## config.mk

```make
export PLATFORM = sky130hd
export DESIGN_NAME = rf_wb_sched_flat
export DESIGN_NICKNAME = d
export VERILOG_FILES = /design/src/rtl/rf_wb_sched_if.sv /design/src/rtl/rf_wb_sched.sv /design/src/flat_wrapper.sv
export SDC_FILE = /design/constraint.sdc
export NUM_CORES = 1
export LEC_CHECK = 0
export CAP_MARGIN = 10
export CORE_ASPECT_RATIO = 0.6
export CORE_MARGIN = 5
export CORE_UTILIZATION = 41
export CTS_CLUSTER_SIZE = 10
export DETAILED_ROUTE_END_ITERATION = 7
export PLACE_DENSITY = 0.88
export SYNTH_ARGS = -nofsm -noshare
export SYNTH_HDL_FRONTEND = slang
export SYNTH_SLANG_ARGS = --single-unit
```

## constraint.sdc

```tcl
create_clock -name clock -period 3.7 [get_ports clock]
set_input_delay 0.925 -clock clock [delete_from_list [all_inputs] [get_ports clock]]
set_output_delay 0.925 -clock clock [all_outputs]
set_load 0.02 [all_outputs]
```

## src/rtl/rf_wb_sched_if.sv

```systemverilog
// rf_wb_sched_if: issue, writeback and RF-write signals of the writeback scheduler.
interface rf_wb_sched_if #(
  parameter int XLEN = 64,
  parameter int NREG = 32,
  parameter int AW   = 5
);
  logic            issue_valid;
  logic            issue_ready;
  logic [AW-1:0]   issue_rs1;
  logic [AW-1:0]   issue_rs2;
  logic [AW-1:0]   issue_rd;
  logic            issue_rd_wen;
  logic            wb0_valid;
  logic            wb0_ready;
  logic [AW-1:0]   wb0_rd;
  logic [XLEN-1:0] wb0_data;
  logic            wb1_valid;
  logic            wb1_ready;
  logic [AW-1:0]   wb1_rd;
  logic [XLEN-1:0] wb1_data;
  logic [AW-1:0]   rf_waddr;
  logic            rf_wen;
  logic [XLEN-1:0] rf_wdata;
  logic [NREG-1:0] busy_mask;
  logic            sb_err;
  modport master (
    output issue_valid, issue_rs1, issue_rs2, issue_rd, issue_rd_wen,
    output wb0_valid, wb0_rd, wb0_data, wb1_valid, wb1_rd, wb1_data,
    input  issue_ready, wb0_ready, wb1_ready, rf_waddr, rf_wen, rf_wdata, busy_mask, sb_err
  );
  modport slave (
    input  issue_valid, issue_rs1, issue_rs2, issue_rd, issue_rd_wen,
    input  wb0_valid, wb0_rd, wb0_data, wb1_valid, wb1_rd, wb1_data,
    output issue_ready, wb0_ready, wb1_ready, rf_waddr, rf_wen, rf_wdata, busy_mask, sb_err
  );
endinterface

```

## src/rtl/rf_wb_sched.sv

```systemverilog
// rf_wb_sched: register-file write-port owner; scoreboard issue gating and round-robin writeback arbitration.
// Optional checker enabled by macro RF_SCOREBOARD_CHECK_EN (drives sticky sb_err).
module rf_wb_sched #(
  parameter int XLEN = 64,
  parameter int NREG = 32,
  parameter int AW   = 5
) (
  input logic         clock,
  input logic         reset,
  rf_wb_sched_if.slave bus
);
  logic [NREG-1:0] pending_q, pending_d;
  logic            last_grant_q, last_grant_d;
  logic            rf_wen_q, rf_wen_d;
  logic [AW-1:0]   rf_waddr_q, rf_waddr_d, grd;
  logic [XLEN-1:0] rf_wdata_q, rf_wdata_d, gdata;
  logic            g0, g1, gnt, fire;
  // Grants are suppressed while reset is asserted so no transfer is consumed and lost.
  assign g0    = reset && bus.wb0_valid && (!bus.wb1_valid || last_grant_q);
  assign g1    = reset && bus.wb1_valid && (!bus.wb0_valid || !last_grant_q);
  assign gnt   = g0 || g1;
  assign grd   = g1 ? bus.wb1_rd : bus.wb0_rd;
  assign gdata = g1 ? bus.wb1_data : bus.wb0_data;
  assign bus.issue_ready = !pending_q[bus.issue_rs1] && !pending_q[bus.issue_rs2]
                           && !(bus.issue_rd_wen && pending_q[bus.issue_rd]);
  assign fire = bus.issue_valid && bus.issue_ready && bus.issue_rd_wen && (bus.issue_rd != '0);
  assign bus.wb0_ready = g0;
  assign bus.wb1_ready = g1;
  assign bus.rf_wen    = rf_wen_q;
  assign bus.rf_waddr  = rf_waddr_q;
  assign bus.rf_wdata  = rf_wdata_q;
  assign bus.busy_mask = pending_q;
  always_comb begin
    pending_d = pending_q;
    if (rf_wen_q) pending_d[rf_waddr_q] = 1'b0;
    if (fire) pending_d[bus.issue_rd] = 1'b1;
    pending_d[0] = 1'b0;
    last_grant_d = g1 ? 1'b1 : g0 ? 1'b0 : last_grant_q;
    rf_wen_d     = gnt && (grd != '0);
    rf_waddr_d   = gnt ? grd : rf_waddr_q;
    rf_wdata_d   = gnt ? gdata : rf_wdata_q;
  end
  always_ff @(posedge clock) begin
    if (!reset) begin
      pending_q    <= '0;
      last_grant_q <= 1'b1;
      rf_wen_q     <= 1'b0;
      rf_waddr_q   <= '0;
      rf_wdata_q   <= '0;
    end else begin
      pending_q    <= pending_d;
      last_grant_q <= last_grant_d;
      rf_wen_q     <= rf_wen_d;
      rf_waddr_q   <= rf_waddr_d;
      rf_wdata_q   <= rf_wdata_d;
    end
  end
`ifdef RF_SCOREBOARD_CHECK_EN
  logic        sb_err_q, err_gnt, err_dup;
  logic [31:0] cyc_q;
  assign err_gnt = gnt && (grd != '0) && !pending_q[grd];
  assign err_dup = reset && bus.wb0_valid && bus.wb1_valid
                   && (bus.wb0_rd == bus.wb1_rd) && (bus.wb0_rd != '0);
  assign bus.sb_err = sb_err_q;
  always_ff @(posedge clock) begin
    if (!reset) begin
      sb_err_q <= 1'b0;
      cyc_q    <= '0;
    end else begin
      sb_err_q <= sb_err_q || err_gnt || err_dup;
      cyc_q    <= cyc_q + 32'd1;
      if (err_gnt) $display("[rf_wb_sched] cycle %0d: wb%0d writes non-pending rd=%0d", cyc_q, g1 ? 1 : 0, grd);
      if (err_dup) $display("[rf_wb_sched] cycle %0d: wb0/wb1 same rd=%0d", cyc_q, bus.wb0_rd);
    end
  end
`else
  assign bus.sb_err = 1'b0;
`endif
endmodule

```

## src/flat_wrapper.sv

```systemverilog
// flat-port wrapper written by rule: the top's interface ports become plain ports
module rf_wb_sched_flat 
#(
  parameter int XLEN = 64,
  parameter int NREG = 32,
  parameter int AW   = 5
)
  (clock, reset, bus_issue_valid, bus_issue_rs1, bus_issue_rs2, bus_issue_rd, bus_issue_rd_wen, bus_wb0_valid, bus_wb0_rd, bus_wb0_data, bus_wb1_valid, bus_wb1_rd, bus_wb1_data, bus_issue_ready, bus_wb0_ready, bus_wb1_ready, bus_rf_waddr, bus_rf_wen, bus_rf_wdata, bus_busy_mask, bus_sb_err);
  rf_wb_sched_if #(.XLEN(XLEN), .NREG(NREG), .AW(AW)) bus_i ();
  input logic clock;
  input logic reset;
  input wire logic [$bits(bus_i.issue_valid)-1:0] bus_issue_valid;
  input wire logic [$bits(bus_i.issue_rs1)-1:0] bus_issue_rs1;
  input wire logic [$bits(bus_i.issue_rs2)-1:0] bus_issue_rs2;
  input wire logic [$bits(bus_i.issue_rd)-1:0] bus_issue_rd;
  input wire logic [$bits(bus_i.issue_rd_wen)-1:0] bus_issue_rd_wen;
  input wire logic [$bits(bus_i.wb0_valid)-1:0] bus_wb0_valid;
  input wire logic [$bits(bus_i.wb0_rd)-1:0] bus_wb0_rd;
  input wire logic [$bits(bus_i.wb0_data)-1:0] bus_wb0_data;
  input wire logic [$bits(bus_i.wb1_valid)-1:0] bus_wb1_valid;
  input wire logic [$bits(bus_i.wb1_rd)-1:0] bus_wb1_rd;
  input wire logic [$bits(bus_i.wb1_data)-1:0] bus_wb1_data;
  output wire logic [$bits(bus_i.issue_ready)-1:0] bus_issue_ready;
  output wire logic [$bits(bus_i.wb0_ready)-1:0] bus_wb0_ready;
  output wire logic [$bits(bus_i.wb1_ready)-1:0] bus_wb1_ready;
  output wire logic [$bits(bus_i.rf_waddr)-1:0] bus_rf_waddr;
  output wire logic [$bits(bus_i.rf_wen)-1:0] bus_rf_wen;
  output wire logic [$bits(bus_i.rf_wdata)-1:0] bus_rf_wdata;
  output wire logic [$bits(bus_i.busy_mask)-1:0] bus_busy_mask;
  output wire logic [$bits(bus_i.sb_err)-1:0] bus_sb_err;
  assign bus_i.issue_valid = bus_issue_valid;
  assign bus_i.issue_rs1 = bus_issue_rs1;
  assign bus_i.issue_rs2 = bus_issue_rs2;
  assign bus_i.issue_rd = bus_issue_rd;
  assign bus_i.issue_rd_wen = bus_issue_rd_wen;
  assign bus_i.wb0_valid = bus_wb0_valid;
  assign bus_i.wb0_rd = bus_wb0_rd;
  assign bus_i.wb0_data = bus_wb0_data;
  assign bus_i.wb1_valid = bus_wb1_valid;
  assign bus_i.wb1_rd = bus_wb1_rd;
  assign bus_i.wb1_data = bus_wb1_data;
  assign bus_issue_ready = bus_i.issue_ready;
  assign bus_wb0_ready = bus_i.wb0_ready;
  assign bus_wb1_ready = bus_i.wb1_ready;
  assign bus_rf_waddr = bus_i.rf_waddr;
  assign bus_rf_wen = bus_i.rf_wen;
  assign bus_rf_wdata = bus_i.rf_wdata;
  assign bus_busy_mask = bus_i.busy_mask;
  assign bus_sb_err = bus_i.sb_err;
  rf_wb_sched #(.XLEN(XLEN), .NREG(NREG), .AW(AW)) u_core (.clock(clock), .reset(reset), .bus(bus_i));
endmodule
```

==> impl_metrics.toml <==
[logic_synthesis]
avgSynthCellArea_um2 = 9.395
synthXorXnorAreaFrac_pct = 0
synth_area_um2 = 5411
synth_cell_types = 52
synth_area_leaders = "dfxtp_1 (38%), a21boi_0 (9.0%), a22oi_1 (9.0%)"
yosysTopAreaCell = "dfxtp_1"
synth_commonest_cells = "dfxtp_1 (102), nand2_1 (78), a21boi_0 (65), a22oi_1 (65), clkbuf_1 (44)"
synth_flop_cell = "dfxtp_1"
synth-simple-area-share_pct = 14.24
synth_top_area_share_pct = 37.73
synth_seq_area_share_pct = 37.73
synth_top_family_by_area = "compound AO/OA/AOI/OAI gates"
synth.most_common_cell = "dfxtp_1"
syn_inst = 576
synth.mux.area_fraction_pct = 10.24
synth_compound_area_share_pct = 32.90
synth-edff-count = 0
synth_warnings = 0
ys_ff_latch = 102
async_flop_share_pct = 0
synthAdderAreaFrac_pct = 0

[layout]
seq_area_um2 = 2042
multi_input_area_um2 = 3146
utilization_pct = 68.97
n_antenna_cell = 0
syn_to_final_growth_pct = 64.32
fillers = 1010
drive_gt1_share_pct = 14.67
fin_nets = 1013

[setup_path]
arrival_ns = 2.73
critPathTopFamily = "simple AND/OR/NAND/NOR gates"
rrSetupSlack_ns = 1.30
worst-path-stages = 8
critPathLaunchType = "input port"
worstSetupEndpointType = "primary output"
crit-reg2reg-capture = "u_core.bus.busy_mask[20]$_SDFF_PN0_"
cp_num_buf_inv = 3
r2r-start = "u_core.bus.busy_mask[23]$_SDFF_PN0_"
slowest_delay_ns = 0.58
worstRegToRegCells = 9
startpoint = "bus_issue_rd[1]"
crit_chain = "buf_2, bufbuf_16, mux2_1, nand4_1, nand3_1, or4b_4, a21oi_2, buf_4"
cp.required_ns = 2.77
critPathSlowestCell = "or4b_4"
cp_max_fo = 6
critPathKind = "input port to primary output"

[detailed_routing]
firstDrtPassIters = 5
via_per_inst = 5.649
drcViolationCount = 0
wl_mm = 20.66
dr_total_vias = 5813
drtAntennaViolNets = 0
drtIter0Drc = 519
wire_per_inst_um = 20.08

[global_routing]
grt_start_max_net_pins = 102
gr-total-overflow = 0
track_usage_pct = 25.17
grt_pass1_wl_mm = 31.35
grt_pass1_vias = 5677
antenna_found_initial = 0

[cts]
clockBufferDepth = 2
cts_tree = "yes"
holdBufCountCts = 0
cts_sinks = 102
path_clk_slew_ns = 0.06
numCtsBuffers = 9
htree_levels = 3
clk_latency_ns = 0.34
root_buffer = "clkbuf_16"

[die]
num_rows = 32
die_area_um2 = 15670
ios = 265
start_util_pct = 41.97
die_x_um = 158.3
die_y_um = 98.99
core_area_um2 = 12890

[pwr]
ir_drop_uv = 248.1
power_mw = 2.933
p_per_area_nw_per_um2 = 329.8
p_leak_nw = 3.314

[run]
cap_violations = 0

[timing]
finalMaxSlewViolations = 0
finalSetupViolCount = 0
rsz0062_at_grt = "false"
maxSlewHeadroom_pct = 37.67
fin_skew_ns = 0.01012
max_clock_freq_ghz = 0.2739
timing.hold.ws_ns = 0.4637
finalCritPeriodShare_pct = 98.66
tightest_slew_ns = 0.9349
hold_viol_final = 0
setup_slack_ns = 0.04961
period_needed_ns = 3.650

[hold_path]
min_path_type = "flop to flop"
hold_end = "u_core.bus.rf_wdata[9]$_SDFFE_PN0P_"
worstHoldStart = "u_core.bus.rf_wdata[9]$_SDFFE_PN0P_"
hold_depth = 2

[place]
dp_hpwl_mm = 15.81
io_buffers = 262
pre_cts_slack_ns = -0.7572
place_congestion = 0.9627

[outcome]
status = "completed"
[per-stage QoR]
stage	area (µm²)	TNS [ns]	cells
floorplan	5419	0	577
global placement	8441	-0.7349	1005
detailed placement	8441	-0.7572	1005
CTS	8841	0	1027
global route	8892	0	1029
finish	8892	0	1029
[kinds of logic after synthesis]
| kind of cell | Yosys count |
|---|---|
| AO/OA/AOI/OAI | 218 |
| buffers and inverters | 60 |
| flip-flops | 102 |
| multiplexers | 43 |
| other | 1 |
| AND/OR/NAND/NOR | 152 |
[report_power, final]
part           internal (mW)  leakage, nW  switching, mW
clock                  0.608        0.162          0.442
sequential              1.15        0.833         0.0369
combinational          0.369         2.32          0.325
total                   2.13         3.31          0.804
[worst max path at each step]
stage | slack [ns] | endpoint
CTS | 0.004 | bus_issue_ready
finish | 0.05 | bus_issue_ready
global placement | -0.73 | bus_issue_ready
floorplan | 0.1 | bus_issue_ready
global route | 0.003 | bus_issue_ready
detailed placement | -0.76 | bus_issue_ready
[worst min-delay path: cells and delay by family (launching register included)]
| family | cells | cell delay, ns |
|---|---|---|
| AOI/OAI and AO/OA | 1 | 0.06 |
| and+or+nand+nor | 1 | 0.05 |
| DFF | 1 | 0.31 |
[state kept, by name, indices dropped and copies added, names as in the netlist]
name / count
u_core.bus.rf_wdata: 64
u_core.bus.busy_mask: 31
u_core.bus.rf_waddr: 5
u_core.bus.rf_wen: 1
u_core.last_grant_q: 1
[routing by layer]
| layer | GRT usage, % | wire [µm] | share of wire (%) |
|---|---|---|---|
| met5 | 0 | 0 | 0 |
| met4 | 4.325 | 170 | 0.82 |
| met3 | 9.390 | 2385 | 12 |
| met2 | 38.57 | 9294 | 45 |
| met1 | 34.46 | 8808 | 43 |
[cells in the final DEF (no fill, tap or decap), types with 3 or more instances in the layout]
cell type,synthesis,final
nor2b_1,8,7
nand2_1,78,78
a21boi_0,65,65
or3_1,3,3
o21ai_0,8,8
o41ai_2,16,16
a31oi_1,3,3
buf_6,3,5
o211a_1,5,5
dfxtp_1,102,102
o211ai_1,31,31
clkdlybuf4s50_1,0,250
a22oi_1,65,65
a311oi_1,3,3
dlygate4sd2_1,0,5
o21ai_1,4,4
nand3b_1,12,12
nand3_1,18,18
or3b_2,5,5
buf_12,0,3
dlymetal6s2s_1,0,3
buf_4,2,52
mux4_2,9,9
mux2i_1,28,28
mux2_2,4,4
o41ai_1,6,6
clkbuf_16,0,9
inv_1,4,3
nor2_1,9,8
[timing repair]
| action | 4_1_cts | 5_1_grt |
|---|---|---|
| buffers inserted | 5 | 2 |
| pin swaps | 4 | 2 |
| setup endpoints to repair | 1 | 1 |
| gates cloned | 1 | 0 |
| resized for setup | 19 | 11 |
[area by class of cell]
class,instances,share of cell area [%]
clock buffers,10,2.575
clock inverters,6,1.182
inverters,4,0.1688
multi-input cells,415,35.37
flip-flops and latches,102,22.96
well taps,170,2.392
repair buffers,322,35.35
Note: power is estimated with default switching activity, not from simulation.
